`config.mk`:
```
export PLATFORM = sky130hd
export DESIGN_NAME = reg_bank_arbiter
export DESIGN_NICKNAME = d
export VERILOG_FILES = /design/src/rtl/reg_arb_pkg.sv /design/src/rtl/reg_bank.sv /design/src/rtl/reg_bank_arbiter.sv
export SDC_FILE = /design/constraint.sdc
export NUM_CORES = 1
export LEC_CHECK = 0
export BUFFER_PORTS_ARGS = -buffer_cell sky130_fd_sc_hd__buf_2
export CORE_MARGIN = 4
export CORE_UTILIZATION = 35
export DETAILED_ROUTE_END_ITERATION = 8
export HOLD_SLACK_MARGIN = 0.1
export PLACE_DENSITY = 0.55
export REMOVE_ABC_BUFFERS = 1
export SLEW_MARGIN = 20
export SYNTH_ARGS = -nofsm -noshare
export SYNTH_HDL_FRONTEND = slang
export SYNTH_SLANG_ARGS = --single-unit
```
`constraint.sdc`:
```
create_clock -name clk -period 4.12 [get_ports clk]
set_input_delay 0.824 -clock clk [delete_from_list [all_inputs] [get_ports clk]]
set_output_delay 0.824 -clock clk [all_outputs]
set_load 0.01 [all_outputs]
```
`src/rtl/reg_arb_pkg.sv`:
```
// Shared types and constants for the two-port register bank arbiter.
package reg_arb_pkg;

  localparam int DEF_DATA_W = 32;
  localparam int DEF_ADDR_W = 3;

  // Requester ids, also the encoding of the last-grant register
  localparam logic REQ_A = 1'b0;
  localparam logic REQ_B = 1'b1;

  // Ownership state of the bank
  typedef enum logic [1:0] {
    IDLE  = 2'd0,
    OWN_A = 2'd1,
    OWN_B = 2'd2
  } arb_state_e;

endpackage

```
`src/rtl/reg_bank.sv`:
```
// Register storage: one synchronous write port, one registered read port,
// whole array cleared asynchronously on reset.
module reg_bank #(
  parameter int DATA_W = 32,
  parameter int ADDR_W = 3
) (
  input  logic              clk,
  input  logic              rst_n,
  input  logic              i_we,
  input  logic [ADDR_W-1:0] i_waddr,
  input  logic [DATA_W-1:0] i_wdata,
  input  logic              i_re,
  input  logic [ADDR_W-1:0] i_raddr,
  output logic [DATA_W-1:0] o_rdata
);

  localparam int DEPTH = 1 << ADDR_W;

  logic [DATA_W-1:0] r_mem [DEPTH];
  logic [DATA_W-1:0] r_rdata;

  // Storage array: clear on reset, write the addressed entry when enabled
  always_ff @(posedge clk or negedge rst_n) begin
    if (!rst_n) begin
      for (int i = 0; i < DEPTH; i++) r_mem[i] <= '0;
    end else if (i_we) begin
      r_mem[i_waddr] <= i_wdata;
    end
  end

  // Read register: captures the addressed entry on a read, otherwise holds
  always_ff @(posedge clk or negedge rst_n) begin
    if (!rst_n)    r_rdata <= '0;
    else if (i_re) r_rdata <= r_mem[i_raddr];
  end

  assign o_rdata = r_rdata;

endmodule

```
`src/rtl/reg_bank_arbiter.sv`:
```
// Round-robin arbiter with lock for two requesters sharing one register bank.
//
// Handshake: a requester raises x_req with x_we/x_lock/x_addr/x_wdata and
// keeps all of them stable until a cycle where x_gnt=1; the access takes
// effect at that clock edge. Dropping x_req before grant aborts with no side
// effects. A granted read returns x_rdata with a one-cycle x_rvalid pulse on
// the following cycle; x_rdata holds its last value otherwise.
module reg_bank_arbiter
  import reg_arb_pkg::*;
#(
  parameter int DATA_W = DEF_DATA_W,
  parameter int ADDR_W = DEF_ADDR_W
) (
  input  logic              clk,
  input  logic              rst_n,
  input  logic              a_req,
  input  logic              a_we,
  input  logic              a_lock,
  input  logic [ADDR_W-1:0] a_addr,
  input  logic [DATA_W-1:0] a_wdata,
  output logic              a_gnt,
  output logic              a_rvalid,
  output logic [DATA_W-1:0] a_rdata,
  input  logic              b_req,
  input  logic              b_we,
  input  logic              b_lock,
  input  logic [ADDR_W-1:0] b_addr,
  input  logic [DATA_W-1:0] b_wdata,
  output logic              b_gnt,
  output logic              b_rvalid,
  output logic [DATA_W-1:0] b_rdata,
  output arb_state_e        o_state
);

  arb_state_e        r_state;
  logic              r_last;
  logic              r_a_rvalid;
  logic              r_b_rvalid;
  logic [DATA_W-1:0] r_a_hold;
  logic [DATA_W-1:0] r_b_hold;

  logic              w_a_gnt;
  logic              w_b_gnt;
  logic              w_any_gnt;
  logic              w_we;
  logic              w_lock;
  logic [ADDR_W-1:0] w_addr;
  logic [DATA_W-1:0] w_wdata;
  logic [DATA_W-1:0] w_bank_rdata;

  // Grant decision from req, state and last grant only; forced low in reset
  always_comb begin
    w_a_gnt = 1'b0;
    w_b_gnt = 1'b0;
    unique case (r_state)
      OWN_A:   w_a_gnt = a_req;
      OWN_B:   w_b_gnt = b_req;
      default: begin
        w_a_gnt = a_req & (~b_req | (r_last == REQ_B));
        w_b_gnt = b_req & (~a_req | (r_last == REQ_A));
      end
    endcase
    w_a_gnt = w_a_gnt & rst_n;
    w_b_gnt = w_b_gnt & rst_n;
  end

  assign w_any_gnt = w_a_gnt | w_b_gnt;
  assign w_we      = w_b_gnt ? b_we    : a_we;
  assign w_lock    = w_b_gnt ? b_lock  : a_lock;
  assign w_addr    = w_b_gnt ? b_addr  : a_addr;
  assign w_wdata   = w_b_gnt ? b_wdata : a_wdata;

  // Ownership FSM and last-grant tracking; both change only on a granted edge
  always_ff @(posedge clk or negedge rst_n) begin
    if (!rst_n) begin
      r_state <= IDLE;
      r_last  <= REQ_B;
    end else if (w_any_gnt) begin
      r_last  <= w_b_gnt ? REQ_B : REQ_A;
      if (w_lock) r_state <= w_b_gnt ? OWN_B : OWN_A;
      else        r_state <= IDLE;
    end
  end

  // Read-valid steering: pulse for the requester whose read was granted
  always_ff @(posedge clk or negedge rst_n) begin
    if (!rst_n) begin
      r_a_rvalid <= 1'b0;
      r_b_rvalid <= 1'b0;
    end else begin
      r_a_rvalid <= w_a_gnt & ~a_we;
      r_b_rvalid <= w_b_gnt & ~b_we;
    end
  end

  // Per-requester hold of returned data, so one side's read never disturbs
  // the other side's last value
  always_ff @(posedge clk or negedge rst_n) begin
    if (!rst_n) begin
      r_a_hold <= '0;
      r_b_hold <= '0;
    end else begin
      if (r_a_rvalid) r_a_hold <= w_bank_rdata;
      if (r_b_rvalid) r_b_hold <= w_bank_rdata;
    end
  end

  reg_bank #(
    .DATA_W (DATA_W),
    .ADDR_W (ADDR_W)
  ) u_bank (
    .clk     (clk),
    .rst_n   (rst_n),
    .i_we    (w_any_gnt & w_we),
    .i_waddr (w_addr),
    .i_wdata (w_wdata),
    .i_re    (w_any_gnt & ~w_we),
    .i_raddr (w_addr),
    .o_rdata (w_bank_rdata)
  );

  assign a_gnt    = w_a_gnt;
  assign b_gnt    = w_b_gnt;
  assign a_rvalid = r_a_rvalid;
  assign b_rvalid = r_b_rvalid;
  assign a_rdata  = r_a_rvalid ? w_bank_rdata : r_a_hold;
  assign b_rdata  = r_b_rvalid ? w_bank_rdata : r_b_hold;
  assign o_state  = r_state;

endmodule

```
# --- Word-level counts from Yosys, hierarchy flattened ---
# Cells that the tools add are included.
classes:
  n_lt_le_gt_ge: 2
  n_eq_ne: 2
  mux: 17
  n_bitwise: 18
  n_reduce_logical: 1
op_table:
  columns: ["op", "count"]
  rows:
  - ["$bwmux W256", 1]
  - ["$mux W32", 6]
  - ["$bmux W32 S3", 1]
  - ["$demux W32 S3", 1]
  - ["$and A1 B1 Y1", 8]
  - ["$not A1 Y1", 6]
  - ["$ge A4 B4 Y1 const B", 1]
  - ["$lt A4 B1 Y1 const B", 1]
  - ["$mux W2", 2]
  - ["$not A3 Y4", 1]
  - ["$pmux W1 S2", 2]
  - ["$mux W1", 3]
  - ["$mux W3", 1]
  - ["$or A1 B1 Y1", 3]
  - ["$eq A2 B1 Y1 const B", 1]
  - ["$eq A2 B2 Y1 const B", 1]
  - ["$logic_and A1 B1 Y1", 1]
word_totals:
  reg_bits: 357
  out_inout_bits: 70

# --- Logic depth before layout (Yosys ltp) ---
# Gate-level depths: netlist of run 1.
logic_depth:
  ltp_word: 12
  mapped_depth: 11
  mapped_depth_nobuf: 8

# --- By module ---
# A second synthesis of run 1 with hierarchy kept.
unflattened:
  hier_cells: 1118
  area_unflattened_um2: 16110.5
by_module_without_submodules:
  columns: ["module", "n_inst", "cells_per_inst", "area_each_um2", "seq_area_each_um2"]
  rows:
  - ["reg_bank", 1, 915, 13001.2, 7206.9]
  - ["reg_bank_arbiter", 1, 203, 3109.2, 1727.9]

# --- Worst setup path after synthesis of run 1 ---
# OpenSTA, ideal clock, no wires.
synth_path:
  kind: "reg-to-output"
  from: "reg r_state[0], in the netlist o_state[0]"
  to: "out b_gnt"
  arrival_ps: 1710
  setup_slack_ps: 1586
  path_stages_with_launch: 9
  path_buffers: 3
  cell_sequence: "dfrtp_1 -> inv_1 -> ha_1 -> o211a_1 -> buf_2 -> nand2_4 -> inv_2 -> buf_2 -> buf_2"
synth_via:
  elab_chain_len: 3
synth_lines:
  columns: ["element", "line", "rtl"]
  rows:
  - ["start: declaration", "reg_bank_arbiter.sv:35", "arb_state_e r_state;"]
  - ["start signal: assignment", "reg_bank_arbiter.sv:80", "if (w_lock) r_state <= w_b_gnt ? OWN_B : OWN_A;"]
  - ["$eq A2 B2 Y1 / $eq A2 B1 Y1 (equally long branches)", "reg_bank_arbiter.sv:55", "unique case (r_state)"]
  - ["$pmux W1 S2 *", "reg_bank_arbiter.sv:55", null]
  - ["$and A1 B1 Y1 *", "reg_bank_arbiter.sv:64", "w_b_gnt = w_b_gnt & rst_n;"]
  - ["end: declaration", "reg_bank_arbiter.sv:29", "output logic b_gnt,"]
# Every way passes the cells marked *; elsewhere a longest branch is shown, timed or not.

# --- Final worst setup path of run 1 ---
layout_path:
  from: "in rst_n"
  to: "out b_gnt"
layout_via:
  elab_chain_len: 1
layout_lines:
  columns: ["element", "line", "rtl"]
  rows:
  - ["start: declaration", "reg_bank_arbiter.sv:15", "input logic rst_n,"]
  - ["$and A1 B1 Y1", "reg_bank_arbiter.sv:64", null]
# Every way passes these cells.

==> flow_summary.ini, run 1 <==
[sta]
hold_violations = 0
period_needed_ns = 3.738
setup_viol = 0
slew_headroom_pct = 28.97
worstMarginPinSlew_ns = 1.065
slew_violations = 0
finalCritPeriodShare_pct = 90.72
fin_tns_setup_ns = 0
grt_setup_unrepaired = false
skew_ns = 0.009961
fmax_mhz = 267.6
holdWs_ns = 0.4748

[clock_network]
clock-sinks = 357
h-tree-depth = 2
cts_resized = 0
cts_made_buffers = 44
clk_path_buf_depth = 3
clock-root-buffer = clkbuf_16
clkLatencyLatePin_ns = 0.56
cts_tree = built
path_clk_slew_ns = 0.06

[detailed_routing]
drt_iter0_markers = 825
vias = 13410
drt_wl_total_um = 50430
met2_length_um = 22940
wl_met1_um = 23640
wire_per_inst_um = 20.63
dr_wl_met3_um = 2745
drtPass1Iterations = 5
drc = 0
detail-route-antenna-nets = 0
top_layer = met5
post_drt_via_cell_ratio = 5.488

[placement]
placed_cell_area_um2 = 19680
hpwlAfterDp_um = 28630
gp_congestion = 0.7494
numPortBuffers = 147

[final_layout]
n_antenna_cell = 0
area_growth_syn_to_layout_pct = 15.75
final_cell_area_um2 = 21240
drive_above_1_share_pct = 31.86
final_nets = 1811
fin_util_pct = 41.15
fillers = 4909

[yosys]
netlist.area_leader.share_pct = 48.55
netlist_area_um2 = 18350
seq_area_frac_synth_pct = 48.70
synth-edff-count = 0
synthTopCellsByArea = dfrtp_1 (49%), mux2_2 (16%), nand2b_1 (4.5%)
ys.flop_type = dfrtp_1
yosysTopAreaCell = dfrtp_1
synth-seq-cells = 357
synth_area_per_cell_um2 = 11.09
synth_most_common_cell = dfrtp_1
ys_types = 47
synth_common_cells = dfrtp_1 (356), mux2_2 (254), nand2_1 (170)
syn_inst = 1654
ys_async_sr_fraction_pct = 100.0
ys_warn_count = 0

[setup_path]
endpoint_kind = output port
endpoint = b_gnt
cp_max_fo = 37
reg2reg_from = o_state[0]$_DFFE_PN0P_
crit_start = rst_n
reg2reg_depth = 9
crit_arrival_ns = 2.91
critical_path_class = primary input to output port
cp-start-kind = primary input
crit_required_ns = 3.30
ff2ff_setup_slack_ns = 0.50
timing.rr.end = u_bank.r_mem[199]$_DFFE_PN0P_

[floorplan]
die_height_um = 237.0
die_w_um = 237.0
num_io_pins = 148
dieArea_um2 = 56150
start_util_pct = 35.55
core_um2 = 51610
rows = 83

[pwr]
ir_worst_vdd_mv = 0.3495
power.density_nw_per_um2 = 695.5
p_leak_nw = 9.292

[global_routing]
grt_first_pass_wirelength_um = 79670
grt_max_degree = 180
grt_overflow = 0
groute.usage.overall_pct = 17.64
antenna_found_initial = 2
grt_pass1_vias = 13400

[job]
cap_violations = 0

[worst_hold_path]
min_path_type = primary input to flip-flop

[outcome]
status = finished clean
==> sequential cells by signal, summed over array words and instances, names as in the netlist <==
signal,cells
b_rvalid,1
a_rvalid,1
r_a_hold,32
o_state,2
u_bank.r_mem,256
r_b_hold,32
r_last,1
u_bank.o_rdata,32
==> cell usage in the layout (no fill, tap or decap), types with 3 or more instances in the layout <==
cell,netlist,final
dfrtp_1,356,354
a211oi_1,65,65
a21boi_0,64,64
nor2_1,37,34
buf_4,6,29
bufinv_16,0,6
and3_1,65,64
o21ai_0,64,64
buf_12,0,4
buf_2,37,144
clkbuf_8,0,8
nand2_1,170,168
inv_1,4,4
a41oi_1,32,32
nand2b_1,131,130
clkinvlp_4,0,3
clkbuf_1,83,12
mux2_4,30,30
a21oi_1,68,68
or2_2,1,3
o22a_1,32,32
mux2_1,36,36
a311oi_1,64,64
mux2_2,254,254
clkinv_2,0,5
clkbuf_16,0,45
nor2_4,0,3
nand2_2,1,3
==> critical path: stages <==
cell,delay [ns]
dlygate4sd3_1,0.58
buf_8,0.25
o211a_4,0.28
nand2_4,0.10
inv_2,0.10
buf_4,0.49
buf_2,0.24
==> cell families after synthesis <==
logic type               after synthesis  synth area share (%)
adder cells (fa/ha/maj)                2                0.1364
buffers and inverters                157                 3.717
multiplexers                         320                 20.25
flip-flops                           357                 48.70
AND/OR/NAND/NOR                      419                 11.53
AO/OA/AOI/OAI                        399                 15.66
==> routing by layer <==
layer,global-route usage (%),up-vias
met3,3.611,68
met1,25.09,6849
met5,0,-
met2,27.71,310
met4,4.317,4
li1,-,6181
==> per-stage QoR <==
step,std cells,power (mW),setup slack [ns]
finish,2444,14.77,0.3825
global route,2444,15.75,0.2428
CTS,2443,14.96,0.3179
detailed placement,2363,10.84,0.5094
global placement,2363,10.66,0.5949
floorplan,1503,9.006,-1.652
==> area by class of cell <==
| class | count | area, um^2 | share of cell area, % |
|---|---|---|---|
| Tap cell | 680 | 850.8 | 4.006 |
| Inverter | 6 | 22.52 | 0.1061 |
| Timing Repair Buffer | 182 | 1094 | 5.149 |
| Sequential cell | 357 | 8937 | 42.08 |
| Clock inverter | 14 | 227.7 | 1.072 |
| Clock buffer | 65 | 1281 | 6.033 |
| Multi-Input combinational cell | 1140 | 8823 | 41.55 |
==> power breakdown <==
part / leakage (nW) / switching, mW / total (mW) / internal, mW
Clock: 0.731 / 1.51 / 4.03 / 2.52
Combinational: 4.07 / 2.50 / 4.80 / 2.29
Sequential: 4.50 / 0.910 / 5.95 / 5.04
Total: 9.29 / 4.92 / 14.8 / 9.85
==> worst min-delay path by stage <==
stage | startpoint | to | slack, ns | cells past startpoint
2_1_floorplan | u_bank.r_mem[240]$_DFFE_PN0P_ | u_bank.r_mem[240]$_DFFE_PN0P_ | 0.45 | 1
3_3_place_gp | u_bank.r_mem[254]$_DFFE_PN0P_ | u_bank.r_mem[254]$_DFFE_PN0P_ | 0.46 | 1
3_5_place_dp | u_bank.r_mem[240]$_DFFE_PN0P_ | u_bank.r_mem[240]$_DFFE_PN0P_ | 0.47 | 1
4_1_cts | b_lock | o_state[1]$_DFFE_PN0P_ | 0.45 | 3
5_1_grt | b_lock | o_state[1]$_DFFE_PN0P_ | 0.49 | 3
6_report | b_lock | o_state[1]$_DFFE_PN0P_ | 0.47 | 3
==> what timing repair did <==
item | in CTS | in global routing
endpoints found under the hold margin | 22 | 0
hold buffers | 1 | 0
buffers inserted | 0 | 0
No activity file was read; power rests on OpenSTA's default activity.
==> run 2: changes to the inputs <==
--- a/config.mk
+++ b/config.mk
@@ -5,7 +5,7 @@
 export SDC_FILE = /design/constraint.sdc
 export NUM_CORES = 1
 export LEC_CHECK = 0
-export BUFFER_PORTS_ARGS = -buffer_cell sky130_fd_sc_hd__buf_2
+export BUFFER_PORTS_ARGS = -buffer_cell sky130_fd_sc_hd__buf_4
 export CORE_MARGIN = 4
 export CORE_UTILIZATION = 35
 export DETAILED_ROUTE_END_ITERATION = 8
==> run 2 against run 1 <==
Clock power is 4% lower. Clock skew down 0.00073 ns. Critical path type unchanged. Die area is the same. Maximum frequency fell by 3.0%. Worst hold slack gained 0.0018 ns. Highest routed layer unchanged. Core utilization up 0.69 points. Global-route usage increased by 0.43 points. Critical endpoint unchanged. Total power increased by 0.63%.
==> flow_summary.ini, run 2 (synthesis gave the netlist of run 1 again) <==
[pwr]
power.density_nw_per_um2 = 688.4
ir_worst_vdd_mv = 0.3115
p_leak_nw = 9.430

[setup_path]
endpoint_kind = output port
cp-start-kind = primary input
reg2reg_from = o_state[0]$_DFFE_PN0P_
critical_path_class = primary input to output port
crit_required_ns = 3.30
reg2reg_depth = 8
crit_arrival_ns = 3.03
crit_start = rst_n
cp_max_fo = 30

[floorplan]
core_um2 = 51610
die_height_um = 237.0
die_w_um = 237.0
dieArea_um2 = 56150
rows = 83
num_io_pins = 148
start_util_pct = 35.55

[sta]
fmax_mhz = 259.4
skew_ns = 0.009234
grt_setup_unrepaired = false
slew_headroom_pct = 28.67
worstMarginPinSlew_ns = 1.070
setup_viol = 0
period_needed_ns = 3.855
slew_violations = 0
holdWs_ns = 0.4765
finalCritPeriodShare_pct = 93.56
hold_violations = 0

[detailed_routing]
post_drt_via_cell_ratio = 5.446
drtPass1Iterations = 5
wire_per_inst_um = 21.05
vias = 13330
detail-route-antenna-nets = 0
drt_iter0_markers = 798
drt_wl_total_um = 51520
drc = 0

[final_layout]
final_cells = 2448
fin_util_pct = 41.83
seqCellArea_um2 = 8937
drive_above_1_share_pct = 32.13
area_growth_syn_to_layout_pct = 17.68
final_nets = 1816
largest_reg_flops = 256
layout_common_cells = dfrtp_1 (354), mux2_2 (254), buf_4 (180)
layout_commonest_cell = dfrtp_1
largest-register = u_bank.r_mem
fillers = 4881
multiInputGateArea_um2 = 8826
n_antenna_cell = 0

[global_routing]
grt_first_pass_wirelength_um = 81090
grt_max_degree = 129
antenna_found_initial = 4
groute.usage.overall_pct = 18.06
grt_pass1_vias = 13650
grt_overflow = 0

[outcome]
status = finished clean

[clock_network]
clock-root-buffer = clkbuf_16
h-tree-depth = 2
clk_path_buf_depth = 3
clkLatencyLatePin_ns = 0.56
clock-sinks = 357
cts_made_buffers = 43
cts_tree = built
path_clk_slew_ns = 0.05

[worst_hold_path]
min_from = u_bank.r_mem[240]$_DFFE_PN0P_
whs_path_depth = 1
min_path_type = flip-flop to flip-flop

[placement]
dp.cells = 2370
numPortBuffers = 147
hpwlAfterDp_um = 30700
gp_congestion = 0.7588

[job]
cap_violations = 0
run 2: cell types whose count changed in the layout (fill, tap and decap cells not counted), sizes merged:
cell,change
bufinv,-3
clkinvlp,-3
buf,+6
clkinv,+2
clkbuf,+2
run 2: power breakdown:
group | total, mW | internal [mW] | switching (mW)
sequential | 5.92 | 5.04 | 0.886
clock | 3.87 | 2.39 | 1.48
combinational | 5.07 | 2.51 | 2.56
total | 14.9 | 9.94 | 4.92
run 2: timing repair:
| item | 4_1_cts | 5_1_grt |
|---|---|---|
| buffers inserted | 0 | 0 |
| hold endpoints to repair | 19 | 0 |
| gates resized for setup | 0 | 0 |
| hold buffers | 1 | 0 |
run 2: final timing paths:
check	end	slack [ns]
max in group asynchronous	r_a_hold[0]$_DFF_PN0_	1.45
worst min register to register	u_bank.r_mem[240]$_DFFE_PN0P_	0.48
worst max-delay path	b_gnt	0.27
worst min-delay path	u_bank.r_mem[240]$_DFFE_PN0P_	0.48
worst max register to register	u_bank.o_rdata[5]$_DFFE_PN0P_	0.52
min in group asynchronous	r_b_hold[3]$_DFF_PN0_	0.72
run 2: through the flow:
step                setup WS [ns]  cell area (um^2)  power [mW]  TNS (ns)
detailed placement         0.5433             20120       11.09         0
floorplan                  -1.652             17690       9.006   -376.88
finish                     0.2652             21590       14.86         0
global route               0.1435             21590       15.83         0
global placement           0.6123             20120       10.89         0
CTS                        0.2051             21590       15.06         0
run 2: metal layers:
layer  up-vias  wire, um  track usage (%)  share of wire (%)
met5         -        34                0              0.066
met4         8      1266            5.361                2.5
met3        77      2922            3.552                5.7
met2       311     23720            29.13                 46
met1      6764     23580            24.75                 46
li1       6172         -                -                  -
run 2: final cells by class:
class                           count  area share [%]
Clock buffer                       67           6.154
Clock inverter                     10          0.5969
Inverter                            6          0.1043
Multi-Input combinational cell   1140           40.88
Sequential cell                   357           41.39
Tap cell                          680           3.941
Timing Repair Buffer              188           6.931
run 2: worst max-delay path, cell delays in order:
cell	delay [ns]
dlygate4sd3_1	0.57
buf_8	0.24
o211a_4	0.36
nand2_4	0.30
inv_2	0.16
buf_4	0.35
buf_4	0.19
==> run 3: changes to the inputs <==
--- a/config.mk
+++ b/config.mk
@@ -10,7 +10,6 @@
 export CORE_UTILIZATION = 35
 export DETAILED_ROUTE_END_ITERATION = 8
 export HOLD_SLACK_MARGIN = 0.1
-export PLACE_DENSITY = 0.55
 export REMOVE_ABC_BUFFERS = 1
 export SLEW_MARGIN = 20
 export SYNTH_ARGS = -nofsm -noshare
==> constraint.sdc (replaced) <==
create_clock -name clk -period 4.2 [get_ports clk]
set_input_delay 0.84 -clock clk [delete_from_list [all_inputs] [get_ports clk]]
set_output_delay 0.84 -clock clk [all_outputs]
set_load 0.05 [all_outputs]
==> run 3 against run 2 <==
Register-to-register slack better by 0.25 ns. Largest power group is now combinational logic. Sequential cell count stayed put. Clock power up 4%. Worst setup slack better by 0.41 ns. Sequential share of layout area fell by 0.15 points. Combinational power rose by 21%. Critical path depth is the same. Count of clock-buffer cells in the layout decreased by 2.
==> flow_summary.ini, run 3 (synthesis gave the netlist of run 1 again) <==
[setup_path]
ff2ff_setup_slack_ns = 0.77
crit_slowest_cell = dlygate4sd3_1
cp_common_cell = buf_4
cp_max_fo = 24
cp-start-kind = primary input
critical_path_class = primary input to output port
reg2reg_from = o_state[0]$_DFFE_PN0P_
timing.rr.end = u_bank.r_mem[141]$_DFFE_PN0P_
critical_path.cell_chain = dlygate4sd3_1 -> buf_8 -> o211a_4 -> nand2_4 -> inv_2 -> buf_4 -> buf_4
max_stage_delay_ns = 0.56
reg2reg_depth = 9
crit_arrival_ns = 2.69
crit_required_ns = 3.36
endpoint_kind = output port

[sta]
setup_ws_ns = 0.6704
slew_violations = 0
finalCritPeriodShare_pct = 84.04
setup_viol = 0
grt_setup_unrepaired = false
skew_ns = 0.01743
worstMarginPinSlew_ns = 1.095
holdWs_ns = 0.4814
slew_headroom_pct = 27.03
fin_tns_setup_ns = 0
hold_violations = 0
fmax_mhz = 283.3
period_needed_ns = 3.530

[clock_network]
clkLatencyLatePin_ns = 0.57
hold_buffers = 1
cts_setup_buffers = 0
clock-sinks = 357
path_clk_slew_ns = 0.06
clock-root-buffer = clkbuf_16
h-tree-depth = 2
cts_made_buffers = 42
cts_resized = 0
clk_path_buf_depth = 3
cts_tree = built

[detailed_routing]
wire_per_inst_um = 20.79
post_drt_via_cell_ratio = 5.517
drt_iter0_markers = 868
drt_wl_total_um = 50860
drtPass1Iterations = 5
detail-route-antenna-nets = 0
drc = 0
vias = 13490

[final_layout]
n_antenna_cell = 0
largest-register = u_bank.r_mem
fillers = 4819
layout_common_cells = dfrtp_1 (354), mux2_2 (254), buf_4 (177)
area_growth_syn_to_layout_pct = 18.09
final_nets = 1813
final_cell_area_um2 = 21670
drive_above_1_share_pct = 32.22
fin_util_pct = 41.98
largest_reg_flops = 256
layout_commonest_cell = dfrtp_1

[global_routing]
grt_first_pass_wirelength_um = 80300
groute.usage.overall_pct = 17.71
grt_pass1_vias = 13730
grt_overflow = 0
antenna_found_initial = 0
grt_max_degree = 129

[floorplan]
start_util_pct = 35.55
dieArea_um2 = 56150
die_height_um = 237.0
die_w_um = 237.0
rows = 83
core_um2 = 51610
num_io_pins = 148

[worst_hold_path]
min_from = u_bank.r_mem[254]$_DFFE_PN0P_
hold_end = u_bank.r_mem[254]$_DFFE_PN0P_
whs_path_depth = 1
min_path_type = flip-flop to flip-flop

[pwr]
p_leak_nw = 9.459
internal_power_mw = 9.975
power.density_nw_per_um2 = 737.2
ir_worst_vdd_mv = 0.4227
p_sw_mw = 5.999
p_sw_share_pct = 37.55
clkPwrFrac_pct = 25.1
seq_power_share_pct = 36.6
combPwrFrac_pct = 38.3

[outcome]
status = finished clean

[placement]
pre_cts_slack_ns = 0.7443
numPortBuffers = 147
gp_congestion = 0.7857
placed_cell_area_um2 = 20110
hpwlAfterDp_um = 29820

[job]
cap_violations = 0
-- run 3: per-stage QoR --
| step | total power [mW] | std cells |
|---|---|---|
| 2_1_floorplan | 9.985 | 1503 |
| 3_3_place_gp | 11.84 | 2368 |
| 3_5_place_dp | 12.05 | 2368 |
| 4_1_cts | 16.16 | 2446 |
| 5_1_grt | 16.90 | 2446 |
| 6_report | 15.97 | 2446 |
-- run 3: routing by layer --
layer / up-vias / global-route usage (%) / wire length [um] / share of wire, %
met1: 6873 / 25.27 / 23750 / 47
li1: 6166 / - / - / -
met4: 0 / 4.689 / 928 / 1.8
met3: 72 / 2.923 / 2700 / 5.3
met2: 383 / 28.05 / 23480 / 46
met5: - / 0 / 0 / 0
-- run 3: worst max-delay path by stage --
stage / endpoint / cells after the start / start / slack, ns
3_3_place_gp: u_bank.r_mem[128]$_DFFE_PN0P_ / 8 / rst_n / 0.83
3_5_place_dp: u_bank.r_mem[141]$_DFFE_PN0P_ / 9 / o_state[0]$_DFFE_PN0P_ / 0.74
6_report: b_gnt / 7 / rst_n / 0.67
2_1_floorplan: u_bank.r_mem[32]$_DFFE_PN0P_ / 8 / o_state[0]$_DFFE_PN0P_ / -1.97
4_1_cts: b_gnt / 7 / rst_n / 0.64
5_1_grt: u_bank.r_mem[128]$_DFFE_PN0P_ / 9 / o_state[0]$_DFFE_PN0P_ / 0.58
-- run 3: final cells by class --
| class | count | area [um^2] | area share (%) |
|---|---|---|---|
| multi-input combinational | 1140 | 8826 | 40.73 |
| timing repair buffer | 186 | 1485 | 6.855 |
| sequential | 357 | 8937 | 41.25 |
| clock buffer | 65 | 1331 | 6.144 |
| clock inverter | 12 | 214.0 | 0.9875 |
| inverter | 6 | 22.52 | 0.1039 |
| tap | 680 | 850.8 | 3.927 |
-- run 3: worst max-delay path, delay by kind of cell --
kind                   cells  cell delay, ns
AND/OR/NAND/NOR            1            0.12
AO/OA/AOI/OAI              1            0.24
buffers and inverters      5            1.45
-- run 3: power groups by stage --
stage          Combinational, mW  Sequential (mW)  Clock, mW
2_1_floorplan               4.39             5.60          0
3_3_place_gp                6.03             5.81          0
3_5_place_dp                6.15             5.90          0
4_1_cts                     6.17             5.85       4.14
5_1_grt                     6.61             6.03       4.26
6_report                    6.12             5.84       4.01
